## config.mk

```make
export PLATFORM = sky130hd
export DESIGN_NAME = nic_ctrl
export DESIGN_NICKNAME = d
export VERILOG_FILES = /design/src/rtl/nic_pkg.sv /design/src/rtl/nic_chan_buf.sv /design/src/rtl/nic_ctrl.sv
export SDC_FILE = /design/constraint.sdc
export NUM_CORES = 1
export LEC_CHECK = 0
export CAP_MARGIN = 20
export CELL_PAD_IN_SITES_DETAIL_PLACEMENT = 1
export CELL_PAD_IN_SITES_GLOBAL_PLACEMENT = 1
export CORE_MARGIN = 3
export CORE_UTILIZATION = 30
export CTS_CLUSTER_SIZE = 40
export DETAILED_ROUTE_END_ITERATION = 12
export PLACE_DENSITY_LB_ADDON = 0.1
export REMOVE_ABC_BUFFERS = 1
export SETUP_SLACK_MARGIN = 0.1
export SYNTH_ARGS = -nofsm -noshare
export SYNTH_HDL_FRONTEND = slang
export SYNTH_SLANG_ARGS = --single-unit
```

## constraint.sdc

```tcl
create_clock -name CLK -period 2.6 [get_ports CLK]
set_clock_uncertainty 0.15 [all_clocks]
set_input_delay 0.78 -clock CLK [delete_from_list [all_inputs] [get_ports CLK]]
set_output_delay 0.78 -clock CLK [all_outputs]
set_load 0.02 [all_outputs]
```

## src/rtl/nic_pkg.sv

```systemverilog
// Shared constants for the NIC controller: register map, default width
// and status-bit position.
package nic_pkg;

    localparam int NIC_DATA_W = 64;
    localparam int STAT_BIT   = 0;

    localparam logic [1:0] ADDR_IN_BUF   = 2'b00;
    localparam logic [1:0] ADDR_IN_STAT  = 2'b01;
    localparam logic [1:0] ADDR_OUT_BUF  = 2'b10;
    localparam logic [1:0] ADDR_OUT_STAT = 2'b11;

endpackage

```

## src/rtl/nic_chan_buf.sv

```systemverilog
// One-entry channel buffer with load, clear and full flag.
// Load and clear are never asserted together by the parent.
module nic_chan_buf #(
    parameter int W = 64
) (
    input  logic         clk_i,
    input  logic         rst_n_i,
    input  logic         load_i,
    input  logic         clear_i,
    input  logic [W-1:0] data_i,
    output logic [W-1:0] data_o,
    output logic         full_o
);

    logic [W-1:0] data_q, data_d;
    logic         full_q, full_d;

    always_comb begin
        data_d = data_q;
        full_d = full_q;
        if (clear_i) begin
            full_d = 1'b0;
        end else if (load_i) begin
            data_d = data_i;
            full_d = 1'b1;
        end
    end

    always_ff @(posedge clk_i) begin
        if (!rst_n_i) begin
            data_q <= '0;
            full_q <= 1'b0;
        end else begin
            data_q <= data_d;
            full_q <= full_d;
        end
    end

    assign data_o = data_q;
    assign full_o = full_q;

endmodule

```

## src/rtl/nic_ctrl.sv

```systemverilog
// NIC controller: processor register window over one-entry rx/tx buffers.
// Define NIC_POLARITY_EN to gate sends on the router virtual-channel phase.
module nic_ctrl
    import nic_pkg::*;
#(
    parameter int DATA_W = NIC_DATA_W
) (
    input  logic              CLK,
    input  logic              RESET,
    input  logic [1:0]        addr,
    input  logic [DATA_W-1:0] d_in,
    output logic [DATA_W-1:0] d_out,
    input  logic              nicEn,
    input  logic              nicWrEn,
    input  logic              net_si,
    input  logic              net_ri,
    input  logic [DATA_W-1:0] net_di,
    output logic              net_so,
    output logic              net_ro,
    output logic [DATA_W-1:0] net_do,
    input  logic              net_polarity
);

    logic [DATA_W-1:0] in_data, out_data;
    logic              in_full, out_full;
    logic              rd_en, wr_en;
    logic              in_load, in_clear;
    logic              out_load, out_clear;
    logic              send_ok;

    assign rd_en = nicEn & ~nicWrEn;
    assign wr_en = nicEn & nicWrEn;

`ifdef NIC_POLARITY_EN
    assign send_ok = (out_data[0] == net_polarity);
`else
    logic unused_polarity;
    assign unused_polarity = net_polarity;
    assign send_ok = 1'b1;
`endif

    assign net_ro = ~in_full;
    assign net_so = out_full & send_ok;
    assign net_do = out_data;

    // Fill is blocked while full, so fill and drain-read never collide.
    assign in_load  = net_si & ~in_full;
    assign in_clear = rd_en & (addr == ADDR_IN_BUF) & in_full;

    // Write decision uses pre-edge out_full, so a write racing a drain drops.
    assign out_load  = wr_en & (addr == ADDR_OUT_BUF) & ~out_full;
    assign out_clear = net_so & net_ri;

    nic_chan_buf #(.W(DATA_W)) u_in_buf (
        .clk_i   (CLK),
        .rst_n_i (RESET),
        .load_i  (in_load),
        .clear_i (in_clear),
        .data_i  (net_di),
        .data_o  (in_data),
        .full_o  (in_full)
    );

    nic_chan_buf #(.W(DATA_W)) u_out_buf (
        .clk_i   (CLK),
        .rst_n_i (RESET),
        .load_i  (out_load),
        .clear_i (out_clear),
        .data_i  (d_in),
        .data_o  (out_data),
        .full_o  (out_full)
    );

    always_comb begin
        d_out = '0;
        if (rd_en) begin
            unique case (addr)
                ADDR_IN_BUF:   d_out = in_data;
                ADDR_IN_STAT:  d_out[STAT_BIT] = in_full;
                ADDR_OUT_BUF:  d_out = out_data;
                ADDR_OUT_STAT: d_out[STAT_BIT] = out_full;
                default:       d_out = '0;
            endcase
        end
    end

endmodule

```

# ---- Word level (Yosys, flattened, before mapping)
# Cells that the tools add are included.
# W data, S select, Z words.
dict set report word_totals {
  reg_bits 130
  latch_bits 0
  ram_bits 0
  romBits 0
  inputBits 137
  output_inout_bits 130
  word_cells 29
  n_memories 0
}
dict set report op_classes {
  addsub 0
  n_mul 0
  div 0
  order_cmp 0
  eq_ne 3
  n_shift 0
  n_mux 3
  bitwise 14
  reduce_logical 5
}
# op n
set op_table {}
lappend op_table {{$pmux W63 S2} 1}
lappend op_table {{$mux W64} 1}
lappend op_table {{$and A1 B1 Y1} 8}
lappend op_table {{$not A1 Y1} 6}
lappend op_table {{$eq A2 B2 Y1 const B} 2}
lappend op_table {{$pmux W1 S4} 1}
lappend op_table {{$reduce_and A2 Y1} 2}
lappend op_table {{$reduce_or A2 Y1} 2}
lappend op_table {{$eq A2 B1 Y1 const B} 1}
lappend op_table {{$logic_not A2 Y1} 1}

# ---- Depth between registers and ports, before layout
dict set report depth {
  word_depth 6
  ltp_mapped 5
}

# ---- Modules after synthesis
# A second synthesis with hierarchy kept.
dict set report unflattened {
  cells_unflattened 714
  hier_area_um2 6384.9
}
# mod n_inst cells_each area_each_um2 seq_area_each_um2
set by_module_without_submodules {}
lappend by_module_without_submodules {nic_chan_buf 2 281 2661.3 1301.2}
lappend by_module_without_submodules {nic_ctrl 1 152 1062.3 0.0}

# ---- Worst setup path after synthesis
# Ideal clock, no wire load.
dict set report synth_path {
  path_type {in2out}
  from {input nicWrEn}
  to {output d_out[10]}
  arrival_time_ns 1.749
  t_required_ns 1.670
  setup_slack_ns -0.079
  path_stages 4
  n_path_buf 2
  cell_sequence {or3b_1 buf_4 buf_6 nor2_1}
}
dict set report synth_via {
  elab_chain_len 3
}
# element line_no
set synth_lines {}
lappend synth_lines {{start: declaration} nic_ctrl.sv:14} ;# input logic nicWrEn,
lappend synth_lines {{$not A1 Y1} nic_ctrl.sv:31} ;# assign rd_en = nicEn & ~nicWrEn;
lappend synth_lines {{$and A1 B1 Y1} nic_ctrl.sv:31}
lappend synth_lines {{$mux W64} nic_ctrl.sv:76} ;# if (rd_en) begin
lappend synth_lines {{end: declaration} nic_ctrl.sv:12} ;# output logic [DATA_W-1:0] d_out,
# Every way passes these cells.

# ---- Final worst setup path
dict set report layout_path {
  from {input nicWrEn}
  to {output d_out[56]}
}
# The elaborated chain is that of the path after synthesis.

==> results.sh <==
export IMPL_p_total_mw=5.576
export IMPL_core_area_sq_um=19650
export IMPL_grt_busiest_layer="met2"
export IMPL_cts_hold_fix_buffers=0
export IMPL_rsz0062_at_grt="true"
export IMPL_num_rows=51
export IMPL_synth_top_cells_by_area="dfxtp_1 43%, mux2i_1 21%, nand2_1 16%"
export IMPL_antenna_found_initial=0
export IMPL_yosys_warnings=0
export IMPL_worst_setup_path_type="input pin to primary output"
export IMPL_cts_max_path_buffers=2
export IMPL_switchingPower_mw=1.403
export IMPL_vias_per_cell=4.672
export IMPL_status="complete, but fails checks"
export IMPL_synth_compound_area_share_pct=8.268
export IMPL_final_cell_mix="256 x nand2_1, 192 x clkdlybuf4s50_1, 130 x dfxtp_1, 119 x mux2i_1, 67 x buf_6"
export IMPL_use_met3_pct=6.520
export IMPL_post_place_ws_ns=-1.127
export IMPL_nNetsFinal=1122
export IMPL_hpwl_mm=15.68
export IMPL_cts_root_buf="clkbuf_16"
export IMPL_clkTransAtPathRegs_ns=0.06
export IMPL_drt_iter0_markers=127
export IMPL_start_util_pct=30.80
export IMPL_ant_nets=0
export IMPL_grt_max_degree=78
export IMPL_ys_seq_elements=130
export IMPL_dr_pass1_iters=4
export IMPL_fillers=2206
export IMPL_ios=267
export IMPL_grt_pass1_wl_mm=35.45
export IMPL_htree_levels=4
export IMPL_pwr_share_clk_pct=46.0
export IMPL_synth_cells=708
export IMPL_synth_top_area_share_pct=42.99
export IMPL_layout_commonest_cell="nand2_1"
export IMPL_timing_final_max_slew_violations=0
export IMPL_met1_usage_pct=24.90
export IMPL_powerDensity_nw_per_um2=522.3
export IMPL_die_h_um=148.1
export IMPL_finalCritPeriodShare_pct=109.6
export IMPL_cts_tree="built"
export IMPL_cap_violations=0
export IMPL_numCtsBuffers=17
export IMPL_setup_viol=64
export IMPL_power_frac_seq_pct=38.3
export IMPL_ys_types=21
export IMPL_fin_ws_ns=-0.2483
export IMPL_grt_use_met2_pct=36.31
export IMPL_synth_top_family_by_area="multiplexers"
export IMPL_final_hold_viol_count=0
export IMPL_tightest_slew_ns=0.3664
export IMPL_leakagePower_nw=4.063
export IMPL_power_frac_comb_pct=15.7
export IMPL_avgSynthCellArea_sq_um=8.550
export IMPL_floorplan_die_area_sq_um=21920
export IMPL_gp_congestion=0.7794
export IMPL_fmax_mhz=351.1
export IMPL_synth_top_cell_by_area="dfxtp_1"
export IMPL_critPathMaxFanout=8
export IMPL_num_vias=5905
export IMPL_finalSetupTns_ns=-12.46
export IMPL_portBuffers=265
export IMPL_failed_checks="negative setup slack"
export IMPL_syn_area_sq_um=6053
export IMPL_cp_end_kind="primary output"
export IMPL_yosysSeqAreaShare_pct=42.99
export IMPL_cts_sinks=130
export IMPL_clock_latency_ns=0.42
export IMPL_post_route_util_pct=54.32
export IMPL_route_detailed_drc=0
export IMPL_grtUsageTotal_pct=20.87
export IMPL_grt_ovfl_total=0
export IMPL_synth_xor_area_share_pct=0
export IMPL_die_w_um=148.1
export IMPL_worstPathArrival_ns=1.92
export IMPL_synth_simple_gate_area_share_pct=20.63
export IMPL_hold_path_class="flop to flop"
export IMPL_drive_above_1_share_pct=22.44
export IMPL_ir_drop_mv=0.4562
export IMPL_switching_share_pct=25.17
export IMPL_critPathLaunchType="input pin"
export IMPL_grt_pass1_vias=6298
export IMPL_synthAdderAreaFrac_pct=0
export IMPL_wirelength_mm=23.88
export IMPL_muxShareOfSynthArea_pct=21.37
export IMPL_cell_internal_pwr_mw=4.172
export IMPL_relSlewSlack_pct=74.88
export IMPL_cp_required_ns=1.67
export IMPL_wl_per_cell_um=18.89
export IMPL_fin_crit_ns=2.848
export IMPL_synthToLayoutAreaGrowth_pct=76.35
-- cell families after synthesis --
kind of cell | count (synthesis)
AO/OA/AOI/OAI | 67
buffers and inverters | 57
flip-flops | 130
multiplexers | 128
AND/OR/NAND/NOR | 326
-- layout make-up --
type                            count  area (sq um)  share of cell area (%)
Multi-Input combinational cell    521          3612                   33.84
Timing Repair Buffer              314          3496                   32.75
Sequential cell                   130          2603                   24.38
Clock buffer                       19         442.9                   4.149
Tap cell                          265         331.6                   3.106
Clock inverter                     13         183.9                   1.723
Inverter                            1         3.754                 0.03516
Antenna cell                        1         2.502                 0.02344
-- flip-flops by register name, summed over array words and instances (netlist names) --
| name | count |
|---|---|
| u_out_buf.full_o | 1 |
| u_in_buf.data_o | 64 |
| u_in_buf.full_o | 1 |
| u_out_buf.data_o | 64 |
-- synth_stat cells --
cell,count
nor2_1,63
o21ai_1,1
nand2b_1,1
buf_4,12
mux2i_1,127
buf_2,16
nand4b_1,1
or3b_1,1
o21a_1,1
nand2_1,256
inv_1,1
clkbuf_1,16
and3b_1,1
dfxtp_1,130
a21boi_1,65
nor2_2,1
nor2b_1,2
buf_8,1
mux4_2,1
buf_6,7
buf_12,4
-- through the flow --
step | area, sq um | std cells | hold slack, ns
5_1_grt | 10670 | 1263 | 0.3253
3_3_place_gp | 9069 | 1214 | 0.2898
4_1_cts | 10130 | 1255 | 0.3048
2_1_floorplan | 5649 | 652 | 0.2821
6_report | 10680 | 1264 | 0.3042
3_5_place_dp | 9069 | 1214 | 0.2961
-- power by group through the flow --
| stage | Clock [mW] | Combinational (mW) | Sequential, mW |
|---|---|---|---|
| after floorplan | 0 | 0.251 | 2.18 |
| after global placement | 0 | 0.738 | 2.17 |
| after detailed placement | 0 | 0.757 | 2.17 |
| after CTS | 2.61 | 0.831 | 2.13 |
| after global routing | 2.72 | 0.942 | 2.14 |
| final | 2.56 | 0.878 | 2.14 |
-- critical path, cell delays in order --
cell       delay [ns]
buf_6            0.09
or3b_4           0.44
buf_12           0.18
clkbuf_16        0.19
nor2_4           0.10
buf_6            0.12
-- layer usage --
layer	part of all wire, %	up-vias	wire [um]
met5	0	-	0
met4	1.3	0	317
met1	42	2839	9946
met3	5.8	22	1386
li1	-	2864	-
met2	51	180	12230
-- final timing paths --
check,start,slack [ns],depth (start not counted),endpoint
worst max register to register,u_out_buf.full_o,1.17,4,u_out_buf.data_o[34]
worst max-delay path,nicWrEn,-0.25,6,d_out[56]
worst min register to register,u_in_buf.data_o[15],0.30,2,u_in_buf.data_o[15]
worst min-delay path,u_in_buf.data_o[15],0.30,2,u_in_buf.data_o[15]
-- timing repair --
item                                   4_1_cts  5_1_grt
setup endpoints to repair                   65       67
endpoints found under the hold margin        0        0
resized for setup                          437      111
buffers inserted                             4        4
cloned                                       5        6
pin swaps                                   13       39
Power figures use the tool's default switching activity.
==> RTL edit: new RTL, same flow settings <==
The package constant `NIC_DATA_W` goes from 64 to 96.
--- a/src/rtl/nic_pkg.sv
+++ b/src/rtl/nic_pkg.sv
@@ -2,7 +2,7 @@
 // and status-bit position.
 package nic_pkg;
 
-    localparam int NIC_DATA_W = 64;
+    localparam int NIC_DATA_W = 96;
     localparam int STAT_BIT   = 0;
 
     localparam logic [1:0] ADDR_IN_BUF   = 2'b00;
Ports: changed (resized d_in, d_out, net_di and net_do); port bits go from 267 to 395. The function was not compared with the original's and may differ.
==> RTL edit against the unedited design <==
  * The run still ends with negative setup slack left
  * Final area increased by 44%
  * Sequential cell count rose by 64
  * Routed wire length grew 51%
  * Count of clock-buffer cells in the layout increased by 1
  * Setup slack lost 0.087 ns
  * Fmax shrank 3.0%
  * Total power rose by 27%
  * Area after synthesis increased by 46%
  * Critical path type unchanged
==> RTL edit: results (changes against the unedited design) <==
[metrics] result of the run: finished, violations left (unchanged)
[metrics] failing checks: negative setup slack (unchanged)
[metrics] detailed placement HPWL: 24.0 mm (was 15.7 mm)
[metrics] dominant cells by area after synthesis: sky130_fd_sc_hd__dfxtp_1, sky130_fd_sc_hd__mux2i_1, sky130_fd_sc_hd__nand2_1, sky130_fd_sc_hd__a21boi_0, sky130_fd_sc_hd__nor2_1 (was sky130_fd_sc_hd__dfxtp_1, sky130_fd_sc_hd__mux2i_1, sky130_fd_sc_hd__nand2_1, sky130_fd_sc_hd__a21boi_1, sky130_fd_sc_hd__nor2_1)
[metrics] post-layout net count: 1,672 (was 1,122)
[metrics] Final TNS setup: -25.06 ns (was -12.46 ns)
[metrics] crit path setup slack, layout: -0.335 ns (was -0.248 ns)
[metrics] number of global-route vias before repair: 9,175 (was 6,298)
[metrics] first-pass detailed-route iteration total: 5 (was 4)
[metrics] maximum vdd ir drop: 0.331 mV (was 0.456 mV)
[metrics] Port-buffer cells: 393 (was 265)
[metrics] mean routed wirelength per cell: 19.2 um (was 18.9 um)
[metrics] vias per std cell: 4.66 (was 4.67)
[metrics] Total GRT Usage: 22.0% (was 20.9%)
[metrics] sequential fraction of the synthesis area: 44.0% (was 43.0%)
[metrics] fraction of final layout cells sized beyond drive strength 1: 20.7% (was 22.4%)
[metrics] top cells by count, synth: sky130_fd_sc_hd__nand2_1, sky130_fd_sc_hd__dfxtp_1, sky130_fd_sc_hd__mux2i_1 (unchanged)
[metrics] wire length of the first global-routing pass: 53.4 mm (was 35.4 mm)
[metrics] setup violation total in the final timing report: 96 (was 64)
[metrics] leakage dissipation: 5.85 nW (was 4.06 nW)
[metrics] filler cell count: 3,200 (was 2,206)
[metrics] Critical Path AT: 2.01 ns (was 1.92 ns)
[metrics] worst min-delay path startpoint: u_in_buf.data_o[66] (was u_in_buf.data_o[15])
[metrics] FF-to-FF path depth: 5 (was 4)
[metrics] endpoint of the lowest-slack register-to-register path: u_in_buf.data_o[67] (was u_out_buf.data_o[34])
==> RTL edit: cell count changes after synthesis, sizes merged <==
cell    change
buf         +7
clkbuf     +23
mux2i      +64
nor2       +32
a21boi     +32
dfxtp      +64
nand2     +128
==> RTL edit: cell families (layout without fill, tap and decap cells) <==
logic type / count (synthesis) / in the layout / synth area share [%]
other: 0 / 6 / 0
AO/OA/AOI/OAI: 99 / 99 / 8.38
flip-flops: 194 / 194 / 44.0
multiplexers: 192 / 192 / 21.9
AND/OR/NAND/NOR: 486 / 486 / 21.0
buffers and inverters: 87 / 513 / 4.77
==> RTL edit: critical path: stages <==
cell	delay, ns
sky130_fd_sc_hd__buf_6	0.09
sky130_fd_sc_hd__or3b_4	0.44
sky130_fd_sc_hd__buf_12	0.18
sky130_fd_sc_hd__buf_16	0.15
sky130_fd_sc_hd__buf_12	0.12
sky130_fd_sc_hd__nor2_4	0.10
sky130_fd_sc_hd__buf_6	0.12
==> RTL edit: cell type report <==
class / count / share of cell area (%)
inverters: 1 / 0.0245
diodes: 6 / 0.0978
clock buffers: 20 / 2.98
well taps: 384 / 3.13
repair buffers: 480 / 34.4
multi-input cells: 777 / 33.4
flip-flops and latches: 194 / 25.3
clock inverters: 12 / 0.742
==> RTL edit: metal layers <==
layer / wire length, um / up-vias / part of all wire [%]
li1: - / 4271 / -
met4: 596 / 4 / 1.7
met5: 28 / - / 0.078
met1: 15500 / 4187 / 43
met2: 17500 / 244 / 49
met3: 2440 / 34 / 6.8
==> RTL edit: power breakdown <==
| group | leakage, nW | internal (mW) | switching, mW |
|---|---|---|---|
| Clock | 0.279 | 1.32 | 1.31 |
| Sequential | 1.58 | 3.09 | 0.0757 |
| Combinational | 3.99 | 0.672 | 0.591 |
| Total | 5.85 | 5.09 | 1.97 |
==> RTL edit: what timing repair did <==
action / in CTS / in global routing
cloned: 11 / 1
pin swaps: 30 / 35
buffers inserted: 19 / 17
hold buffers: 0 / 0
setup endpoints to repair: 98 / 97
gates resized for setup: 725 / 23
==> RTL edit: how the worst max path moves through the flow <==
stage	to	startpoint	cells past startpoint	slack, ns
after CTS	d_out[6]	addr[0]	7	-0.36
final	d_out[42]	nicWrEn	7	-0.34
after global routing	d_out[42]	nicWrEn	7	-0.36
after floorplan	u_in_buf.data_o[0]	net_si	3	-1.73
after detailed placement	d_out[67]	nicEn	5	-1.09
after global placement	d_out[67]	nicEn	5	-1.09
==> RTL edit: stage by stage <==
stage	std cells	setup slack, ns
finish	1874	-0.335
global route	1873	-0.365
CTS	1858	-0.359
detailed placement	1796	-1.09
global placement	1796	-1.09
floorplan	972	-1.73
